`src/rtl/loop_seq_ctrl_if.sv`:
```
// Request/status bundle for loop_seq_ctrl: run launch and operands in,
// sticky result, hit counter and run status out.
interface loop_seq_ctrl_if #(
   parameter int IDX_W = 7,
   parameter int OP_W  = 6
);
   logic                    start;
   logic                    clr;
   logic signed [OP_W-1:0]  operand;
   logic [IDX_W-1:0]        bound;
   logic [1:0]              y;
   logic                    busy;
   logic                    done;
   logic [IDX_W-1:0]        hit_count;

   modport master (
      output start, clr, operand, bound,
      input  y, busy, done, hit_count
   );

   modport slave (
      input  start, clr, operand, bound,
      output y, busy, done, hit_count
   );
endinterface

```
`src/rtl/loop_seq_ctrl.sv`:
```
// Iterates idx = 0..bound-1, one iteration per cycle, and accumulates a
// sticky hit flag plus a saturating hit counter across runs.
module loop_seq_ctrl #(
   parameter int IDX_W = 7,
   parameter int OP_W  = 6
) (
   input  logic           clk,
   input  logic           rst_n,
   loop_seq_ctrl_if.slave bus
);

   typedef enum logic [1:0] {
      S_IDLE = 2'd0,
      S_RUN  = 2'd1,
      S_DONE = 2'd2
   } state_t;

   state_t                 state_q, state_d;
   logic [IDX_W-1:0]       idx_q, idx_d;
   logic [IDX_W-1:0]       bnd_q, bnd_d;
   logic signed [OP_W-1:0] op_q, op_d;
   logic [1:0]             y_q, y_d;
   logic [IDX_W-1:0]       hit_q, hit_d;

   logic [IDX_W-1:0]       op_ext;
   logic [IDX_W-1:0]       sum;
   logic                   parity;
   logic [IDX_W-1:0]       sel;
   logic                   cond;
   logic                   last;

   // Iteration datapath, evaluated against the captured operand only
   assign op_ext = IDX_W'(op_q);
   assign sum    = idx_q + op_ext;
   assign parity = ^sum;
   assign sel    = parity ? idx_q : op_ext;
   assign cond   = (sel != '0);
   // bnd_q is never zero while in RUN, so bnd_q-1 cannot underflow there
   assign last   = (idx_q == (bnd_q - IDX_W'(1)));

   always_ff @(posedge clk or negedge rst_n) begin
      if (!rst_n) begin
         state_q <= S_IDLE;
         idx_q   <= '0;
         bnd_q   <= '0;
         op_q    <= '0;
         y_q     <= 2'b00;
         hit_q   <= '0;
      end else begin
         state_q <= state_d;
         idx_q   <= idx_d;
         bnd_q   <= bnd_d;
         op_q    <= op_d;
         y_q     <= y_d;
         hit_q   <= hit_d;
      end
   end

   always_comb begin
      state_d = state_q;
      idx_d   = idx_q;
      bnd_d   = bnd_q;
      op_d    = op_q;
      y_d     = y_q;
      hit_d   = hit_q;
      unique case (state_q)
         S_IDLE: begin
            if (bus.clr) begin
               y_d   = 2'b00;
               hit_d = '0;
            end
            if (bus.start) begin
               op_d    = bus.operand;
               bnd_d   = bus.bound;
               idx_d   = '0;
               state_d = (bus.bound != '0) ? S_RUN : S_DONE;
            end
         end
         S_RUN: begin
            if (cond) begin
               y_d = 2'b01;
               if (hit_q != '1) hit_d = hit_q + IDX_W'(1);
            end
            idx_d = idx_q + IDX_W'(1);
            if (last) state_d = S_DONE;
         end
         S_DONE: begin
            state_d = S_IDLE;
         end
         default: begin
            state_d = S_IDLE;
         end
      endcase
   end

   assign bus.y         = y_q;
   assign bus.hit_count = hit_q;
   assign bus.busy      = (state_q != S_IDLE);
   assign bus.done      = (state_q == S_DONE);

endmodule

```
`src/flat_wrapper.sv`:
```
// flat-port wrapper written by rule: the top's interface ports become plain ports
module loop_seq_ctrl_flat 
#(
   parameter int IDX_W = 7,
   parameter int OP_W  = 6
)
  (clk, rst_n, bus_start, bus_clr, bus_operand, bus_bound, bus_y, bus_busy, bus_done, bus_hit_count);
  loop_seq_ctrl_if #(.IDX_W(IDX_W), .OP_W(OP_W)) bus_i ();
  input  logic clk;
  input  logic rst_n;
  input wire logic [$bits(bus_i.start)-1:0] bus_start;
  input wire logic [$bits(bus_i.clr)-1:0] bus_clr;
  input wire logic [$bits(bus_i.operand)-1:0] bus_operand;
  input wire logic [$bits(bus_i.bound)-1:0] bus_bound;
  output wire logic [$bits(bus_i.y)-1:0] bus_y;
  output wire logic [$bits(bus_i.busy)-1:0] bus_busy;
  output wire logic [$bits(bus_i.done)-1:0] bus_done;
  output wire logic [$bits(bus_i.hit_count)-1:0] bus_hit_count;
  assign bus_i.start = bus_start;
  assign bus_i.clr = bus_clr;
  assign bus_i.operand = bus_operand;
  assign bus_i.bound = bus_bound;
  assign bus_y = bus_i.y;
  assign bus_busy = bus_i.busy;
  assign bus_done = bus_i.done;
  assign bus_hit_count = bus_i.hit_count;
  loop_seq_ctrl #(.IDX_W(IDX_W), .OP_W(OP_W)) u_core (.clk(clk), .rst_n(rst_n), .bus(bus_i));
endmodule
```
`config.mk`:
```
export PLATFORM = sky130hd
export DESIGN_NAME = loop_seq_ctrl_flat
export DESIGN_NICKNAME = d
export VERILOG_FILES = /design/src/rtl/loop_seq_ctrl_if.sv /design/src/rtl/loop_seq_ctrl.sv /design/src/flat_wrapper.sv
export SDC_FILE = /design/constraint.sdc
export NUM_CORES = 1
export LEC_CHECK = 0
export CORE_MARGIN = 1.5
export CORE_UTILIZATION = 35
export CTS_CLUSTER_DIAMETER = 150
export DETAILED_ROUTE_END_ITERATION = 16
export SETUP_SLACK_MARGIN = 0.02
export SLEW_MARGIN = 0
export SYNTH_ARGS = -nofsm -noshare
export SYNTH_HDL_FRONTEND = slang
export SYNTH_SLANG_ARGS = --single-unit
```
`constraint.sdc`:
```
create_clock -name clk -period 8.21 [get_ports clk]
set_input_delay 2.463 -clock clk [delete_from_list [all_inputs] [get_ports clk]]
set_output_delay 2.463 -clock clk [all_outputs]
set_load 0.01 [all_outputs]
```
Yosys cells after proc, flatten, opt, wreduce, memory -nomap -nowiden
Cells that the tools add are included.
{"block": "totals", "regBits": 31, "ramBits": 0, "input_bits": 17, "out_inout_bits": 11, "memories": 0, "mem_bits_ro": 0, "latchBits": 0, "wordCells": 44}
{"block": "classes", "muxes": 14, "shifts": 0, "n_reduce_logical": 11, "eq_ne": 9, "multipliers": 0, "n_lt_le_gt_ge": 0, "add_sub_neg": 4, "n_bitwise": 0, "n_div": 0}
{"op": "7-bit two-way mux", "count": 5}
{"op": "7-bit one-hot mux with 2 select lines", "count": 2}
{"op": "7-bit by 1-bit adder with 7-bit output, second input constant", "count": 2}
{"op": "7-bit nonzero test", "count": 2}
{"op": "2-bit two-way mux", "count": 5}
{"op": "2-bit one-hot mux with 2 select lines", "count": 2}
{"op": "7-bit adder", "count": 1}
{"op": "7-bit == test", "count": 1}
{"op": "7-bit inequality test, second input constant", "count": 1}
{"op": "7-bit XOR reduction", "count": 1}
{"op": "7-bit by 1-bit subtractor with 7-bit output, second input constant", "count": 1}
{"op": "2-bit by 1-bit inequality test with 1-bit output, second input constant", "count": 3}
{"op": "2-bit AND reduction", "count": 3}
{"op": "2-bit inequality test, second input constant", "count": 2}
{"op": "4-bit AND reduction", "count": 1}
{"op": "2-bit nonzero test", "count": 2}
{"op": "3-bit AND reduction", "count": 1}
{"op": "2-bit by 1-bit == test with 1-bit output, second input constant", "count": 1}
{"op": "2-bit == test, second input constant", "count": 1}
{"op": "2-bit logical NOT", "count": 1}

Longest topological paths before layout
Gate-level depths: netlist (run 1).
{"block": "logic_depth", "depth_word": 6, "depth_mapped": 10, "ltp_nobuf": 10}

Least setup slack after synthesis (run 1)
No wires, ideal clock.
{"block": "synth_path", "path_type": "input port to flip-flop", "startpoint": "in bus_start", "endpoint": "reg u_core.bnd_q[3]", "cell_stages": 3, "path_slack_ps": 4739, "setup_ps": 125, "t_arrival_ps": 3347, "path_buffers": 1, "t_required_ps": 8085, "cell_sequence": "nand2_1 clkbuf_1 mux2_2"}
{"block": "synth_via", "elab_chain_len": 1}
{"element": "start: declaration", "line_no": "flat_wrapper.sv:11", "text": "input wire logic [$bits(bus_i.start)-1:0] bus_start;"}
{"element": "2-bit AND reduction (no line)"}
{"element": "end signal: assignment", "line_no": "loop_seq_ctrl.sv:52", "text": "bnd_q <= bnd_d;"}
{"element": "end: declaration", "line_no": "loop_seq_ctrl.sv:20", "text": "logic [IDX_W-1:0] bnd_q, bnd_d;"}
Every way passes these cells.
A chain may end at the register's enable or synchronous reset.

Final worst setup path (run 1)
{"block": "layout_path", "startpoint": "reg u_core.state_q[0]", "endpoint": "out bus_busy"}
{"block": "layout_via", "elab_chain_len": 1}
{"element": "start: declaration", "line_no": "loop_seq_ctrl.sv:18", "text": "state_t state_q, state_d;"}
{"element": "start signal: assignment", "line_no": "loop_seq_ctrl.sv:50", "text": "state_q <= state_d;"}
{"element": "2-bit nonzero test", "line_no": "loop_seq_ctrl.sv:98", "text": "assign bus.busy = (state_q != S_IDLE);"}
{"element": "end: declaration", "line_no": "flat_wrapper.sv:16", "text": "output wire logic [$bits(bus_i.busy)-1:0] bus_busy;"}
Every way passes these cells.

==> impl_results.md, run 1 <==
* Outcome: finished, final reports clean
* Fin crit period at 4.015 ns
* TritonCTS clock tree: built
* GRT Total Usage at 15.16%
* Final ANT Viol Nets at 0
* Synthesized area per cell at 9.782 sq um
* ANT cells at 0
* Data required, critical path at 5.75 ns
* Post-Syn Nets at 230
* Crit path to: bus_busy
* Hold_buf cts at 0
* Combinational share of power at 62.5%
* Via-per-instance ratio at 5.339
* Core Region at 5507 sq um
* Area Overhead vs Synth at 21.99%
* Input/output buffers at 26
* Top Ports at 28
* Critical-path cell list: nor2_1 > inv_1 > clkdlybuf4s50_1
* H-tree Lvls at 2
* Register area at 750.7 sq um
* Final Power at 1.129 mW
* CP delay by family, top: buffers and inverters
* PD cells at 466.2 nW/um^2
* Clock sink count at 30
* Levels on crit path at 3
* Layout cell share with drive strength beyond 1 at 12.34%
* Slowest-stage cell, CP: clkdlybuf4s50_1
* Final Max Slew Viols at 0
* Crit end category: output pin
* Sequential share of power at 26.7%
* Die Ht at 78.32 um
* NetSw at 509.1 uW
* Hpwl dp at 3104 um
* Slew @ Worst Pin at 0.6677 ns
* WP buf/inv at 2
* R2r worst-path depth at 10
* Register area share after synthesis at 37.81%
* # fillers at 548
* Pin count of the biggest net entering global routing at 31
* GRT Residual Overflow at 0
* Total Wirelength at 4140 um
* Drt first pass iters at 4
* Post-CTS Setup Bufs at 0
* Die width at 78.32 um
* Post-Syn Instances at 203
* Top FF cell, synth: dfrtp_1
* CP arrival at 1.55 ns
* Sw Share at 45.08%
* Final Hold Vio Count at 0
* Yosys top cell by area: dfrtp_1
* Routed vias at 1639
* Routed length per instance at 13.49 um
* Antenna violations before repair at 0
* Die ar. at 6134 sq um
* Clk buf depth at 2
* Syn Std Cell Area at 1986 sq um
* Yosys top cell area share at 37.81%
* Worst min path class: flop to flop
* Post-synth cell types at 44
* Synthesis warning total at 0
* Clk_skew at 0.004462 ns
* R2R Path End: u_core.bus.hit_count[2]
* NumNets Final at 261
* Hold path depth at 1
* Reg-to-reg startpoint: u_core.idx_q[0]
* Drt initial violations at 39
* Root buffer cell: clkbuf_8
* Vias in the first global route at 1593
* Max Cap Viol at 0
* FF+latch count, synth at 30
* Flop2flop setup slack at 5.23 ns
* Area of the multi-input gates at 1181 sq um
* Final setup TNS at 0 ns
* Clk slew on worst S/H paths at 0.06 ns
* Final Setup Violations at 0
* Area contributors post-synth: dfrtp_1 (38%), mux2_2 (7.4%), xnor2_1 (6.2%), ha_1 (5.7%), nand4_1 (3.8%)
* Leakage power at 0.9610 nW
* Initial core utilization at 36.06%
* CTS resizes at 0
* Max FO, Critical Path at 5
* Rows at 27
* Clk_lat worst skew at 0.28 ns
* Ys async rst share at 100.0%
* RSZ-0062 raised after global routing: false
* Max transition margin at 55.38%
* Clk pwr share at 10.8%
* Number of buffers created by CTS at 5
* Final period utilization at 48.90%
* Global-route wire length before repair at 7431 um
* Routability cong. at 0.7517
* Fmax at 249.1 MHz
* Setup Crit Path Kind: flop to output pin
* Post-synth EDFFs at 0
* # DRC at 0
* CP Launch Point: u_core.state_q[0]
* Crit path largest cell delay at 0.49 ns
* Power Internal at 620.2 uW
* Peak supply drop at 0.0001745 V
* CP startpoint kind: flop
[state kept, by name, indices dropped and copies added, names as in the netlist]
register	count
u_core.idx_q	7
u_core.bus.y	1
u_core.bus.hit_count	7
u_core.state_q	2
u_core.bnd_q	7
u_core.op_q	6
[kinds of logic after synthesis]
logic type / Yosys count / share of synthesized area (%)
and+or+nand+nor: 72 / 19.91
AOI/OAI and AO/OA: 43 / 16.01
DFF: 30 / 37.81
xor gates and xnor gates: 20 / 8.822
muxes: 14 / 7.876
buffers and inverters: 13 / 2.709
adders and majority gates: 10 / 6.679
other: 1 / 0.1889
[stage by stage]
step / hold slack (ns) / util [%] / cell area, sq um / setup WS (ns) / cells
2_1_floorplan: 0.5000 / - / 1986 / 4.739 / 203
3_3_place_gp: 0.4809 / 42.33 / 2331 / 4.228 / 299
3_5_place_dp: 0.4853 / 42.33 / 2331 / 4.191 / 299
4_1_cts: 0.5001 / 43.99 / 2422 / 4.157 / 307
5_1_grt: 0.5343 / 43.99 / 2422 / 4.042 / 307
6_report: 0.4956 / 43.99 / 2422 / 4.195 / 307
[routing by layer]
layer	GRT usage (%)	part of all wire, %	vias up
li1	-	-	821
met2	25.30	46	21
met3	3.140	2.3	8
met4	5.893	2.1	0
met1	19.18	49	789
met5	0	0	-
[cell usage in the layout, fill, tap and decap left out, types with 3 or more instances in the layout]
master,synthesis,layout
nor2b_1,5,5
mux2_2,13,13
xor2_1,6,6
nand2_1,17,17
or4_1,3,3
nand2b_1,3,3
dfrtp_1,30,30
xnor2_1,14,14
clkbuf_8,0,6
o21a_1,6,6
o211ai_1,7,7
nand4_1,12,12
inv_1,9,9
ha_1,9,9
nand3_1,7,7
nor2_1,10,10
nor3_1,6,6
a21oi_1,5,5
o21ai_0,9,9
clkdlybuf4s50_1,0,26
[area by class of cell]
cell class	count	share of cell area [%]
clock inverters	1	0.2066
repair buffers	28	11.36
multi-input cells	160	48.76
well taps	72	3.719
inverters	9	1.395
clock buffers	7	3.564
flip-flops and latches	30	30.99
[cells in the mapped netlist, types with 7 or more instances]
master,instances
nand2_1,17
inv_1,9
o21ai_0,9
mux2_2,13
o211ai_1,7
nor2_1,10
nand3_1,7
nand4_1,12
dfrtp_1,30
ha_1,9
xnor2_1,14
[how the worst min path moves through the flow]
| stage | from | endpoint | slack [ns] |
|---|---|---|---|
| after global placement | u_core.bus.y[0] | u_core.bus.y[0] | 0.48 |
| after global routing | u_core.bus.y[0] | u_core.bus.y[0] | 0.53 |
| after CTS | u_core.bus.y[0] | u_core.bus.y[0] | 0.50 |
| final | u_core.bus.y[0] | u_core.bus.y[0] | 0.50 |
| after floorplan | u_core.op_q[4] | u_core.op_q[4] | 0.50 |
| after detailed placement | u_core.bus.y[0] | u_core.bus.y[0] | 0.49 |
[power groups by stage]
stage                     sequential (mW)  clock, mW  combinational (mW)
after floorplan                     0.287          0               0.561
after global placement              0.304          0               0.709
after detailed placement            0.304          0               0.710
after CTS                           0.301      0.127               0.715
after global routing                0.314      0.133               0.788
final                               0.301      0.122               0.706
Note: power is estimated with default switching activity, not from simulation.
==> inputs of run 2 (changes only) <==
==> constraint.sdc (replaced) <==
create_clock -name clk -period 3.7 [get_ports clk]
set_input_delay 1.11 -clock clk [delete_from_list [all_inputs] [get_ports clk]]
set_output_delay 1.11 -clock clk [all_outputs]
set_load 0.01 [all_outputs]
==> run 2 against run 1 <==
  * Clock power rose by 130%
  * First-iteration DRC count increased by 120%
  * Sequential cell count stayed put
  * Hold slack hardly changed
  * Clock skew rose by 0.0046 ns
  * Design area stayed put
  * Count of clock-buffer cells in the layout stayed put
==> impl_results.md, run 2 (same netlist as run 1, synthesis figures left out) <==
* Number of buffers created by CTS at 5
* Clk_lat worst skew at 0.29 ns
* Hold Path Origin: u_core.bus.y[0]
* Layout cell share with drive strength beyond 1 at 12.34%
* Max Cap Viol at 0
* Clock sink count at 30
* Critical Path Most Common Cell: xnor2_1
* Pre-CTS WS at 0.8376 ns
* Clk buf depth at 2
* Global-route wire length before repair at 7624 um
* Clk slew on worst S/H paths at 0.07 ns
* Register area at 750.7 sq um
* CTS resizes at 0
* Fin crit period at 2.864 ns
* Final setup TNS at 0 ns
* Max FO, Critical Path at 7
* Final ANT Viol Nets at 0
* Area of the multi-input gates at 1181 sq um
* Util after Layout at 43.99%
* Critical-path cell list: ha_1 > inv_1 > fa_1 > xnor2_1 > xnor2_1 > xnor2_1 > xor2_1 > a41o_1 > a41oi_1 > a311o_1
* Worst min path class: flop to flop
* Area Overhead vs Synth at 21.99%
* Vias in the first global route at 1582
* CP arrival at 3.04 ns
* Tightest hold margin at 0.4960 ns
* Die Ht at 78.32 um
* GRT Total Usage at 15.81%
* Pin count of the biggest net entering global routing at 31
* Routed vias at 1662
* Drt initial violations at 84
* Slowest-stage cell, CP: dfrtp_1
* # fillers at 550
* Hold path depth at 1
* NumNets Final at 261
* Reg-to-reg startpoint: u_core.idx_q[0]
* H-tree Lvls at 2
* Drt first pass iters at 4
* Outcome: finished, final reports clean
* Via-per-instance ratio at 5.414
* Initial core utilization at 36.06%
* Clk_skew at 0.009036 ns
* Crit path largest cell delay at 0.50 ns
* Final Hold Vio Count at 0
* Post-CTS Setup Bufs at 0
* Antenna violations before repair at 0
* Max transition margin at 54.15%
* Final period utilization at 77.42%
* Worst Setup Slack, final at 0.8356 ns
* Peak supply drop at 0.0003393 V
* Flop2flop setup slack at 0.84 ns
* Commonest non-fill, non-tap cell in the layout: dfrtp_1
* Final Setup Violations at 0
* Routability cong. at 0.8341
* Commonest non-fill, non-tap cells in the layout: dfrtp_1 (30), clkdlybuf4s50_1 (26), nand2_1 (17)
* GRT Residual Overflow at 0
* TritonCTS clock tree: built
* Total Wirelength at 4321 um
* Final Max Slew Viols at 0
* R2R Path End: u_core.bus.hit_count[2]
* # DRC at 0
* Setup Crit Path Kind: flop to flop
* Die ar. at 6134 sq um
* Leakage power at 0.9610 nW
* R2r worst-path depth at 10
* Crit end category: flop
* Root buffer cell: clkbuf_8
* RSZ-0062 raised after global routing: false
* Top Ports at 28
* ANT cells at 0
* Hpwl dp at 3242 um
* Core Region at 5507 sq um
* Hold endpoint: u_core.bus.y[0]
* Routed length per instance at 14.07 um
* CP startpoint kind: flop
* Hold_buf cts at 0
* Die width at 78.32 um
* Data required, critical path at 3.87 ns
* Rows at 27
* Slew @ Worst Pin at 0.6861 ns
* Fmax at 349.1 MHz
* PD cells at 1040 nW/um^2
* Input/output buffers at 26
==> run 2: cell counts in the layout (fill, tap and decap cells not counted) <==
No cell type changed its count.
==> run 2: report_power, final <==
part / internal (mW) / leakage, nW / switching (mW)
registers: 0.476 / 0.367 / 0.194
clock network: 0.150 / 0.0482 / 0.131
logic: 0.752 / 0.545 / 0.815
==> run 2: cell type report <==
class                   count  share of cell area (%)
multi-input cells         160                   48.76
inverters                   9                   1.395
repair buffers             28                   11.36
clock buffers               7                   3.564
flip-flops and latches     30                   30.99
well taps                  72                   3.719
clock inverters             1                  0.2066
==> run 2: how the worst max path moves through the flow <==
| stage | start | end | slack (ns) | cells past startpoint |
|---|---|---|---|---|
| floorplan | u_core.idx_q[0] | u_core.bus.hit_count[2] | 1.04 | 10 |
| global placement | u_core.idx_q[0] | u_core.bus.hit_count[2] | 0.92 | 10 |
| detailed placement | u_core.idx_q[0] | u_core.bus.hit_count[2] | 0.84 | 10 |
| CTS | u_core.idx_q[0] | u_core.bus.hit_count[2] | 0.83 | 10 |
| global route | u_core.idx_q[0] | u_core.bus.hit_count[2] | 0.52 | 10 |
| finish | u_core.idx_q[0] | u_core.bus.hit_count[2] | 0.84 | 10 |
==> run 2: worst max-delay path: cells and delay by family (launching register included) <==
family / cells / cell delay, ns
xor+xnor: 4 / 0.82
fa+ha+maj: 2 / 0.68
compound gates: 3 / 0.70
flops: 1 / 0.50
buf+inv: 1 / 0.06
==> run 2: routing by layer <==
layer  routed length, um  share of wire (%)  track usage, %
met5                   0                  0               0
met4                  87                2.0           8.036
met3                 108                2.5           2.791
met2                2085                 48           25.22
met1                2040                 47           20.48
==> run 2: through the flow <==
stage	power, mW	area, sq um	cells
floorplan	1.882	1986	203
global placement	2.224	2331	299
detailed placement	2.247	2331	299
CTS	2.540	2422	307
global route	2.771	2422	307
finish	2.518	2422	307
==> inputs of run 3 (changes only) <==
==> constraint.sdc (replaced) <==
create_clock -name clk -period 2.9 [get_ports clk]
set_input_delay 0.87 -clock clk [delete_from_list [all_inputs] [get_ports clk]]
set_output_delay 0.87 -clock clk [all_outputs]
set_load 0.01 [all_outputs]
==> run 3 against run 2 <==
  * Critical path depth did not move
  * Combinational power up 34%
  * Hold slack better by 0.0072 ns
  * Global-route usage down 0.31 points
  * Sequential power is 23% higher
  * Register-to-register slack got worse by 0.63 ns
  * Routed wire length up 1.5%
  * Design area increased by 0.62%
  * Largest cell class unchanged
  * Highest routed layer unchanged
==> impl_results.md, run 3 (same netlist as run 1, synthesis figures left out) <==
* Outcome: finished, final reports clean
* ANT cells at 0
* GRT Total Usage at 15.49%
* Via-per-instance ratio at 5.371
* Final Hold Vio Count at 0
* Area Overhead vs Synth at 22.75%
* Crit path largest cell delay at 0.40 ns
* Die ar. at 6134 sq um
* Die width at 78.32 um
* Pin count of the biggest net entering global routing at 31
* # fillers at 525
* Top Ports at 28
* TritonCTS clock tree: built
* Global-route met2 utilization at 25.65%
* Setup Crit Path Kind: flop to flop
* CP startpoint kind: flop
* Hold_buf cts at 0
* Met3 Track Usage GR at 2.791%
* Root buffer cell: clkbuf_8
* H-tree Lvls at 2
* Commonest non-fill, non-tap cells in the layout: dfrtp_1 (30), clkdlybuf4s50_1 (26), nand2_1 (17)
* Final Power at 3.236 mW
* WP buf/inv at 1
* Routed length per instance at 14.15 um
* Drt first pass iters at 4
* Initial core utilization at 36.06%
* Clock sink count at 30
* Input/output buffers at 26
* Core Region at 5507 sq um
* Final ANT Viol Nets at 0
* NumNets Final at 265
* Number of buffers created by CTS at 5
* Commonest non-fill, non-tap cell in the layout: dfrtp_1
* Data required, critical path at 3.06 ns
* Critical-path cell list: ha_1 > inv_1 > fa_1 > nor2b_1 > o21a_1 > nor3_1 > o211ai_1 > a41oi_2 > nor3_2 > a311o_1
* Fin crit period at 2.699 ns
* Max transition margin at 54.15%
* Antenna violations before repair at 0
* Total Wirelength at 4386 um
* Max FO, Critical Path at 5
* CP arrival at 2.86 ns
* Worst min path class: flop to flop
* Vias in the first global route at 1600
* Peak supply drop at 0.0005389 V
* Max Cap Viol at 0
* Hpwl dp at 3282 um
* PD cells at 1328 nW/um^2
* Fmax at 370.5 MHz
* Die Ht at 78.32 um
* Clk buf depth at 2
* Routed vias at 1665
* Crit end category: flop
* Layout cell share with drive strength beyond 1 at 13.03%
* Final cell count without fillers at 310
* Final setup TNS at 0 ns
* GRT Residual Overflow at 0
* Leakage power at 0.9701 nW
* Final Max Slew Viols at 0
* Final period utilization at 93.07%
* Routability cong. at 0.7881
* Global Route met1 Usage at 20.54%
* # DRC at 0
* Clk_skew at 0.005062 ns
* Busiest grt layer: met2
* Rows at 27
* Clk slew on worst S/H paths at 0.06 ns
* Final Setup Violations at 0
* Util after Layout at 44.26%
* Slew @ Worst Pin at 0.6861 ns
* Global-route wire length before repair at 7521 um
* RSZ-0062 raised after global routing: false
* CP delay by family, top: compound AO/OA/AOI/OAI gates
* Clk_lat worst skew at 0.27 ns
* DP Cell Count at 302
* Drt initial violations at 133
* Slowest-stage cell, CP: nor3_1
-- run 3: changes by cell type in the layout (fill, tap and decap cells not counted) --
cell | before | now
o21ai_0 | 9 | 8
buf_4 | 2 | 6
clkinv_2 | 1 | 0
clkbuf_8 | 6 | 5
o21ai_1 | 0 | 1
clkbuf_1 | 1 | 2
-- run 3: area by class of cell --
type	instances	area, sq um	share of cell area (%)
repair buffers	32	305.3	12.53
inverters	9	33.78	1.386
clock buffers	7	76.32	3.131
flip-flops and latches	30	750.7	30.80
multi-input cells	160	1181	48.46
well taps	72	90.09	3.696
-- run 3: power breakdown --
group,switching [mW],internal [mW]
Clock,0.144,0.165
Combinational,1.09,1.01
Sequential,0.216,0.608
Total,1.45,1.78
-- run 3: layer usage --
metal	vias to the layer above	share of wire, %
met1	805	47
met2	35	49
met4	0	1.4
met3	6	3.0
li1	819	-
met5	-	0
-- run 3: worst paths after layout --
check	depth (start not counted)	end	slack, ns	startpoint
max reg2reg	10	u_core.bus.hit_count[2]	0.20	u_core.op_q[0]
max in group asynchronous	2	u_core.op_q[1]	1.61	rst_n
min	1	u_core.bus.y[0]	0.50	u_core.bus.y[0]
min in group asynchronous	2	u_core.bus.hit_count[6]	0.99	rst_n
min reg2reg	1	u_core.bus.y[0]	0.50	u_core.bus.y[0]
max	10	u_core.bus.hit_count[2]	0.20	u_core.op_q[0]
-- run 3: metrics by stage --
step | instance area [sq um] | setup WS, ns | hold slack [ns]
finish | 2437 | 0.2011 | 0.5032
global route | 2437 | 0.02084 | 0.5513
CTS | 2430 | 0.1617 | 0.5142
detailed placement | 2354 | 0.1589 | 0.4968
global placement | 2354 | 0.2256 | 0.4984
floorplan | 1986 | 0.2392 | 0.5000
-- run 3: repair_timing --
action | 4_1_cts | 5_1_grt
setup endpoints to repair | 0 | 2
gates resized for setup | 0 | 1
setup buffers | 0 | 1
